`src/rtl/pipe_ctrl_if.sv`:
```
// Handshake bundle between the pipeline stages and pipe_ctrl.
// The pipeline side uses master and drives stall requests and branch
// resolution. The controller side uses slave and drives the hold
// vector, the flush strobes and the PC redirect.
interface pipe_ctrl_if #(
  parameter int unsigned ADDR_W = 32
);
  logic              stallreq_if;
  logic              stallreq_id;
  logic              stallreq_mem;
  logic              branch_flag_i;
  logic [ADDR_W-1:0] branch_target_i;
  logic [5:0]        stall;
  logic              flush_ifid;
  logic              flush_idex;
  logic              redirect_valid;
  logic [ADDR_W-1:0] redirect_pc;

  modport master (
    output stallreq_if, stallreq_id, stallreq_mem, branch_flag_i, branch_target_i,
    input  stall, flush_ifid, flush_idex, redirect_valid, redirect_pc
  );

  modport slave (
    input  stallreq_if, stallreq_id, stallreq_mem, branch_flag_i, branch_target_i,
    output stall, flush_ifid, flush_idex, redirect_valid, redirect_pc
  );
endinterface

```
`src/rtl/pipe_ctrl.sv`:
```
// pipe_ctrl: stall merging, branch flush and PC redirect sequencing for
// the 5-stage RV32 pipeline. When the fetch port is busy, a taken branch
// is parked in PEND until the port can accept the redirect.
// Optional feature macro: PIPE_CTRL_PERF_EN adds saturating stall_cycles
// and flush_count performance counters of width CNT_W.
module pipe_ctrl #(
  parameter int unsigned ADDR_W = 32
`ifdef PIPE_CTRL_PERF_EN
  , parameter int unsigned CNT_W = 32
`endif
) (
  input  logic               clk,
  input  logic               rst,
  pipe_ctrl_if.slave         bus
`ifdef PIPE_CTRL_PERF_EN
  , output logic [CNT_W-1:0] stall_cycles
  , output logic [CNT_W-1:0] flush_count
`endif
);

  typedef enum logic {IDLE, PEND} state_t;

  state_t            state, state_n;
  logic [ADDR_W-1:0] pend_pc, pend_pc_n;
  logic              br_take;
  logic [5:0]        stall_c;
  logic              flush_ifid_c, flush_idex_c, redirect_valid_c;
  logic [ADDR_W-1:0] redirect_pc_c;

  // A MEM stall holds EX, so the branch is accepted only once MEM is free.
  assign br_take = bus.branch_flag_i & ~bus.stallreq_mem;

  // State and pending target register; reset drops any pending redirect.
  always_ff @(posedge clk or negedge rst) begin
    if (!rst) begin
      state   <= IDLE;
      pend_pc <= '0;
    end else begin
      state   <= state_n;
      pend_pc <= pend_pc_n;
    end
  end

  // Stall priority, flush/redirect outputs and next-state selection.
  always_comb begin
    state_n          = state;
    pend_pc_n        = pend_pc;
    stall_c          = '0;
    flush_ifid_c     = 1'b0;
    flush_idex_c     = 1'b0;
    redirect_valid_c = 1'b0;
    redirect_pc_c    = '0;

    if (bus.stallreq_mem)      stall_c = 6'b011111;
    else if (bus.stallreq_id)  stall_c = 6'b000111;
    else if (bus.stallreq_if)  stall_c = 6'b000011;

    unique case (state)
      IDLE: begin
        if (br_take) begin
          flush_ifid_c = 1'b1;
          flush_idex_c = 1'b1;
          if (!bus.stallreq_if) begin
            redirect_valid_c = 1'b1;
            redirect_pc_c    = bus.branch_target_i;
          end else begin
            pend_pc_n = bus.branch_target_i;
            state_n   = PEND;
          end
        end
      end
      PEND: begin
        // Keep discarding the wrong-path fetch until the redirect lands.
        flush_ifid_c  = 1'b1;
        redirect_pc_c = pend_pc;
        if (br_take) begin
          pend_pc_n     = bus.branch_target_i;
          redirect_pc_c = bus.branch_target_i;
        end
        if (!bus.stallreq_if && !bus.stallreq_mem) begin
          redirect_valid_c = 1'b1;
          state_n          = IDLE;
        end
      end
      default: state_n = IDLE;
    endcase

    // Outputs are forced quiet for as long as reset is asserted.
    if (!rst) begin
      stall_c          = '0;
      flush_ifid_c     = 1'b0;
      flush_idex_c     = 1'b0;
      redirect_valid_c = 1'b0;
      redirect_pc_c    = '0;
    end
  end

  assign bus.stall          = stall_c;
  assign bus.flush_ifid     = flush_ifid_c;
  assign bus.flush_idex     = flush_idex_c;
  assign bus.redirect_valid = redirect_valid_c;
  assign bus.redirect_pc    = redirect_pc_c;

`ifdef PIPE_CTRL_PERF_EN
  // Saturating counters of held-PC cycles and accepted branches.
  always_ff @(posedge clk or negedge rst) begin
    if (!rst) begin
      stall_cycles <= '0;
      flush_count  <= '0;
    end else begin
      if (stall_c[0] && (stall_cycles != '1)) stall_cycles <= stall_cycles + 1'b1;
      if (br_take && (flush_count != '1))     flush_count  <= flush_count + 1'b1;
    end
  end
`endif

endmodule

```
`src/flat_wrapper.sv`:
```
// flat-port wrapper written by rule: the top's interface ports become plain ports
module pipe_ctrl_flat 
#(
  parameter int unsigned ADDR_W = 32

)
  (clk, rst, bus_stallreq_if, bus_stallreq_id, bus_stallreq_mem, bus_branch_flag_i, bus_branch_target_i, bus_stall, bus_flush_ifid, bus_flush_idex, bus_redirect_valid, bus_redirect_pc);
  pipe_ctrl_if #(.ADDR_W(ADDR_W)) bus_i ();
  input  logic clk;
  input  logic rst;
  input wire logic [$bits(bus_i.stallreq_if)-1:0] bus_stallreq_if;
  input wire logic [$bits(bus_i.stallreq_id)-1:0] bus_stallreq_id;
  input wire logic [$bits(bus_i.stallreq_mem)-1:0] bus_stallreq_mem;
  input wire logic [$bits(bus_i.branch_flag_i)-1:0] bus_branch_flag_i;
  input wire logic [$bits(bus_i.branch_target_i)-1:0] bus_branch_target_i;
  output wire logic [$bits(bus_i.stall)-1:0] bus_stall;
  output wire logic [$bits(bus_i.flush_ifid)-1:0] bus_flush_ifid;
  output wire logic [$bits(bus_i.flush_idex)-1:0] bus_flush_idex;
  output wire logic [$bits(bus_i.redirect_valid)-1:0] bus_redirect_valid;
  output wire logic [$bits(bus_i.redirect_pc)-1:0] bus_redirect_pc;
  assign bus_i.stallreq_if = bus_stallreq_if;
  assign bus_i.stallreq_id = bus_stallreq_id;
  assign bus_i.stallreq_mem = bus_stallreq_mem;
  assign bus_i.branch_flag_i = bus_branch_flag_i;
  assign bus_i.branch_target_i = bus_branch_target_i;
  assign bus_stall = bus_i.stall;
  assign bus_flush_ifid = bus_i.flush_ifid;
  assign bus_flush_idex = bus_i.flush_idex;
  assign bus_redirect_valid = bus_i.redirect_valid;
  assign bus_redirect_pc = bus_i.redirect_pc;
  pipe_ctrl #(.ADDR_W(ADDR_W)) u_core (.clk(clk), .rst(rst), .bus(bus_i));
endmodule
```
`config.mk`:
```
export PLATFORM = sky130hd
export DESIGN_NAME = pipe_ctrl_flat
export DESIGN_NICKNAME = d
export VERILOG_FILES = /design/src/rtl/pipe_ctrl_if.sv /design/src/rtl/pipe_ctrl.sv /design/src/flat_wrapper.sv
export SDC_FILE = /design/constraint.sdc
export NUM_CORES = 1
export LEC_CHECK = 0
export BUFFER_PORTS_ARGS = -buffer_cell sky130_fd_sc_hd__buf_2
export CELL_PAD_IN_SITES_DETAIL_PLACEMENT = 1
export CELL_PAD_IN_SITES_GLOBAL_PLACEMENT = 1
export CORE_ASPECT_RATIO = 1.4
export CORE_UTILIZATION = 36
export DETAILED_ROUTE_END_ITERATION = 7
export PLACE_DENSITY = 0.9
export SYNTH_ARGS = -nofsm -noshare
export SYNTH_HDL_FRONTEND = slang
export SYNTH_SLANG_ARGS = --single-unit
export TNS_END_PERCENT = 10
```
`constraint.sdc`:
```
create_clock -name clk -period 1.6 [get_ports clk]
set_clock_uncertainty 0.05 [all_clocks]
set_input_delay 0.32 -clock clk [delete_from_list [all_inputs] [get_ports clk]]
set_output_delay 0.32 -clock clk [all_outputs]
set_load 0.05 [all_outputs]
```
==> reports/results.ini, run 1 <==
[logic_synthesis]
synth_edf_count = 0
yosysSeqAreaShare_pct = 37.6
synth_nets = 277
syn_avg_cell_area_sq_um = 9.19
yosysWarningCount = 0
syn_area_sq_mm = 0.00220
yosysMostFrequentCell = nand3_1
synthTopCellsByCount = nand3_1 (64), dfrtp_1 (33), a31oi_1 (31), nand2_1 (31), mux2_4 (30)
yosys.area.top_type = dfrtp_1
netlist.area_leader.share_pct = 37.6
synthCells = 239
ys_types = 22
synthTopCellsByArea = dfrtp_1 (38%), mux2_4 (21%), nand3_1 (15%)
synth-seq-cells = 33
synth-main-ff-cell = dfrtp_1
ys_async_sr_fraction_pct = 100

[timing]
maxSlewViolCount = 0
final.setup.tns_ns = -13.42
layout_min_cycle_time_ns = 1.95
final_hold_viol_count = 0
setup_slack_ns = -0.348
finalSetupViolCount = 70
fmax_mhz = 513
fin_crit_sh_pct = 122
rsz0062_at_grt = yes
holdWs_ns = 0.241

[placed_design]
dpl_cell_area_sq_mm = 0.00333
dpl.hpwl_um = 5340
pre_cts_ws_ns = -0.308
place_congestion = 0.743
portBuffers = 77
post-place-cells = 384

[hold_path]
hp-class = in2async

[clock_tree]
clock_path_buffers = 2
cts_tree = built
cts-root-buf = clkbuf_8
path_clk_slew_ns = 0.09
insertion_delay_ns = 0.29
cts_made_buffers = 5
cts_hold_buf = 0
clkSinkCount = 33
htree_levels = 2

[power]
p_sw_share_pct = 40.0
intPower_mw = 2.17
cellPowerDensity_mw_per_mm2 = 870
seqPwrFrac_pct = 31.9
ir_drop_uv = 485
clkPwrFrac_pct = 21.0
combinationalPowerShare_pct = 47.1
power.leakage_nw = 1.58
p_sw_mw = 1.44
p_total_mw = 3.61

[die]
coreArea_sq_mm = 0.00586
start_util_pct = 37.5
fp.dieW_um = 68.0
die_height_um = 94.4
rows = 33
die_area_sq_mm = 0.00642
io_pins = 79

[detailed_routing]
routed_wl_um = 10900
post_drt_wl_per_cell_um = 27.1
first_pass_iters = 4
antenna_left = 0
vias = 2428
via_per_inst = 6.04
route.detailed.drc = 0
drtIter0Drc = 106

[finish]
final_cells = 402
drive_gt1_share_pct = 73.5
antenna-diode-count = 0
nNetsFinal = 369
final_cell_area_sq_mm = 0.00415
area_growth_pct = 89.1
utilization_pct = 70.8

[global_route]
overflow = 0
grt_pass1_vias = 2393
track_usage_pct = 26.3
grt_max_degree = 34
antenna_found_initial = 0
grt_pass1_wl_um = 12300

[setup_path]
crit_path_end_kind = primary output
cp.required_ns = 1.23
startpoint_type = flop
critPathKind = reg2out
path_max_fanout = 6
crit_arrival_ns = 1.58

[outcome]
outcome = complete, but fails checks
failed_checks = negative setup slack

[flow_run]
cap_violations = 0

==> worst max-delay path, stage by stage, from the launching register on <==
cell	delay (ns)
dfrtp_4	0.46
buf_6	0.14
clkbuf_16	0.15
nand3_1	0.13
a31oi_4	0.23
buf_6	0.18
==> routing by layer <==
| metal | track usage, % | routed length (um) | vias to the layer above |
|---|---|---|---|
| met5 | 0 | 0 | - |
| met4 | 7.29 | 557 | 0 |
| met3 | 3.99 | 390 | 45 |
| met2 | 49.4 | 6070 | 108 |
| met1 | 29.3 | 3860 | 1227 |
| li1 | - | - | 1048 |
==> what timing repair did <==
item | CTS | global route
endpoints found under the hold margin | 0 | 0
resized for setup | 80 | 63
setup buffers | 0 | 2
gates cloned | 0 | 8
pin swaps | 1 | 19
endpoints found under the setup margin | 38 | 38
==> final cells by class <==
class | count | area (sq um)
Fill cell | 542 | 1710
Sequential cell | 33 | 830
Tap cell | 70 | 87.6
Inverter | 1 | 8.76
Clock buffer | 7 | 96.3
Timing Repair Buffer | 112 | 1140
Clock inverter | 1 | 5.00
Multi-Input combinational cell | 178 | 1980
==> placed cells by master (no fill, tap or decap), drive strengths merged <==
cell type and n:
nor3 2, o21ai 1, nand2b 2, nor3b 1, dfrtp 33, a21oi 1, conb 1, nand3 64
mux2 32, clkbuf 12, and2 1, buf 107, a31oi 31, nor2b 1, clkinv 2, nand2 31
nor2 10
==> worst paths after layout <==
check                                        from            endpoint  slack (ns)  depth (start not counted)
setup / recovery                     u_core.state  bus_redirect_pc[3]       -0.35                          5
hold / removal                                rst  u_core.pend_pc[10]        0.24                          3
setup reg to reg                     u_core.state  u_core.pend_pc[28]       -0.13                          5
hold reg to reg                u_core.pend_pc[17]  u_core.pend_pc[17]        0.47                          1
max in group asynchronous                     rst        u_core.state        0.89                          3
min in group clk           bus_branch_target_i[0]   u_core.pend_pc[0]        0.25                          2
==> sequential cells by signal, indices dropped and copies added (netlist names) <==
name / cells
u_core.pend_pc: 32
u_core.state: 1
==> cells by family (layout without fill, tap and decap cells) <==
kind of cell    Yosys count  in the layout  share of synthesized area (%)
other cells               1              1                          0.171
buf+inv                  28            121                           6.89
simple gates            112            112                           24.5
mux                      32             32                           21.5
flops                    33             33                           37.6
compound gates           33             33                           9.29
==> power by group through the flow <==
stage | clock, mW | combinational (mW) | sequential [mW]
after floorplan | 0 | 0.983 | 1.08
after global placement | 0 | 1.27 | 1.10
after detailed placement | 0 | 1.31 | 1.12
after CTS | 0.709 | 1.44 | 1.11
after global routing | 0.781 | 1.77 | 1.16
final | 0.757 | 1.70 | 1.15
Note: power is estimated with default switching activity, not from simulation.
==> run 2, diff against run 1 <==
--- a/config.mk
+++ b/config.mk
@@ -12,6 +12,7 @@
 export CORE_UTILIZATION = 36
 export DETAILED_ROUTE_END_ITERATION = 7
 export PLACE_DENSITY = 0.9
+export SETUP_SLACK_MARGIN = 0.5
 export SYNTH_ARGS = -nofsm -noshare
 export SYNTH_HDL_FRONTEND = slang
 export SYNTH_SLANG_ARGS = --single-unit
==> run 2 against run 1 <==
  * The flow still finishes with violations (negative setup slack)
  * First-iteration DRC count grew 27%
  * Register-to-register slack improved by 0.04 ns
  * Flip-flop and latch count unchanged
  * Clock power is 11% lower
  * Critical endpoint is now bus_redirect_pc[22]
  * Largest power group unchanged
==> reports/results.ini, run 2 (synthesis results as in run 1) <==
[die]
die_area_sq_mm = 0.00642  ; unchanged
fp.dieW_um = 68.0  ; unchanged
start_util_pct = 37.5  ; unchanged
rows = 33  ; unchanged
io_pins = 79  ; unchanged
coreArea_sq_mm = 0.00586  ; unchanged
die_height_um = 94.4  ; unchanged

[power]
p_total_mw = 3.71  ; +2.6%
power.leakage_nw = 1.62  ; +2.6%
ir_drop_uv = 590  ; +22%
cellPowerDensity_mw_per_mm2 = 851  ; -2.2%

[setup_path]
startpoint_type = flop
crit_path_end_kind = primary output
path_max_fanout = 6  ; unchanged
crit_arrival_ns = 1.59  ; about the same
cp.required_ns = 1.23  ; about the same
critPathKind = reg2out

[clock_tree]
cts-root-buf = clkbuf_8
cts_tree = built
path_clk_slew_ns = 0.07  ; -0.02 ns
cts_made_buffers = 5  ; unchanged
clkSinkCount = 33  ; unchanged
cts_hold_buf = 0  ; unchanged
htree_levels = 2  ; unchanged
insertion_delay_ns = 0.28  ; about the same
clock_path_buffers = 2  ; unchanged

[placed_design]
place_congestion = 0.797  ; +7.3%
dpl.hpwl_um = 6090  ; +14%
dpl_cell_area_sq_mm = 0.00366  ; +10%
portBuffers = 77  ; unchanged
pre_cts_ws_ns = -0.316  ; -0.00798 ns

[detailed_routing]
vias = 2504  ; +3.1%
route.detailed.drc = 0  ; unchanged
post_drt_wl_per_cell_um = 30.6  ; +13%
routed_wl_um = 12400  ; +14%
antenna_left = 0  ; unchanged
drtIter0Drc = 135  ; +27%
via_per_inst = 6.17  ; +2.1%
first_pass_iters = 4  ; unchanged

[timing]
layout_min_cycle_time_ns = 1.96  ; +0.00999 ns
setup_slack_ns = -0.358  ; -0.0100 ns
finalSetupViolCount = 67  ; -4.3%
holdWs_ns = 0.144  ; -0.0961 ns
fmax_mhz = 511  ; -0.51%
fin_crit_sh_pct = 122  ; +0.62 points
maxSlewViolCount = 0  ; unchanged
final_hold_viol_count = 0  ; unchanged
rsz0062_at_grt = yes

[global_route]
antenna_found_initial = 2  ; +2
grt_pass1_vias = 2641  ; +10%
overflow = 0  ; unchanged
track_usage_pct = 31.3  ; +5.0 points
grt_max_degree = 34  ; unchanged
grt_pass1_wl_um = 14400  ; +17%

[finish]
area_growth_pct = 98.4
final_cell_area_sq_mm = 0.00436  ; +4.9%
final_common_cell = buf_6
layout_common_cells = buf_6 (40), nand3_2 (36), buf_2 (36), dfrtp_1 (32)
largest_register_ff_count = 32  ; unchanged
drive_gt1_share_pct = 74.6  ; +1.1 points
nNetsFinal = 371  ; +0.54%
top_register = u_core.pend_pc
top_regs = u_core.pend_pc x32, u_core.state x1

[hold_path]
hp-class = in2async

[outcome]
failed_checks = negative setup slack
outcome = complete, but fails checks

[flow_run]
cap_violations = 0  ; unchanged

run 2: cell count changes in the layout (fill, tap and decap cells not counted), sizes merged:
cell / before / now
buf: 107 / 110
clkinv: 2 / 0
diode: 0 / 2
inv: 0 / 1
run 2: final timing paths:
path	from	to	slack, ns	cells past startpoint
worst max-delay path	u_core.state	bus_redirect_pc[22]	-0.36	5
worst min-delay path	rst	u_core.pend_pc[20]	0.14	3
worst max register to register	u_core.state	u_core.pend_pc[23]	-0.09	6
worst min register to register	u_core.pend_pc[26]	u_core.pend_pc[26]	0.48	1
max in group asynchronous	rst	u_core.state	1.00	3
min in group clk	bus_branch_target_i[26]	u_core.pend_pc[26]	0.27	2
run 2: through the flow:
step	util, %	TNS, ns	cells
5_1_grt	74.3	-14.22	406
4_1_cts	69.7	-9.77	399
3_3_place_gp	62.5	-9.22	388
6_report	74.3	-12.46	406
2_1_floorplan	-	0	239
3_5_place_dp	62.5	-12.00	388
run 2: timing repair:
item	in CTS	in global routing
resized for setup	93	37
pin swaps	4	13
setup buffers	3	0
setup endpoints to repair	73	73
cloned	0	5
run 2: critical path: stages, from the launching register on:
cell	delay (ns)
dfrtp_4	0.47
clkbuf_16	0.18
clkbuf_16	0.15
nand3_1	0.13
a31oi_4	0.19
buf_6	0.19
run 2: power by group:
| part | leakage [nW] | internal (mW) | switching, mW |
|---|---|---|---|
| clock | 0.0455 | 0.352 | 0.323 |
| combinational | 1.18 | 0.829 | 0.996 |
| sequential | 0.388 | 1.00 | 0.204 |
| total | 1.62 | 2.18 | 1.52 |
run 2: final cells by class:
| cell class | instances | area [sq um] |
|---|---|---|
| inverters | 1 | 8.76 |
| clock buffers | 8 | 90.1 |
| fillers | 526 | 1510 |
| diodes | 2 | 5.00 |
| well taps | 70 | 87.6 |
| flip-flops and latches | 33 | 830 |
| repair buffers | 114 | 1200 |
| multi-input cells | 178 | 2130 |
run 2: per-layer routing:
metal  part of all wire (%)  vias up  track usage [%]
li1                       -     1053                -
met1                     36     1305             34.6
met2                     57      104             57.7
met3                    3.0       42             5.68
met4                    4.9        0             10.6
met5                      0        -                0
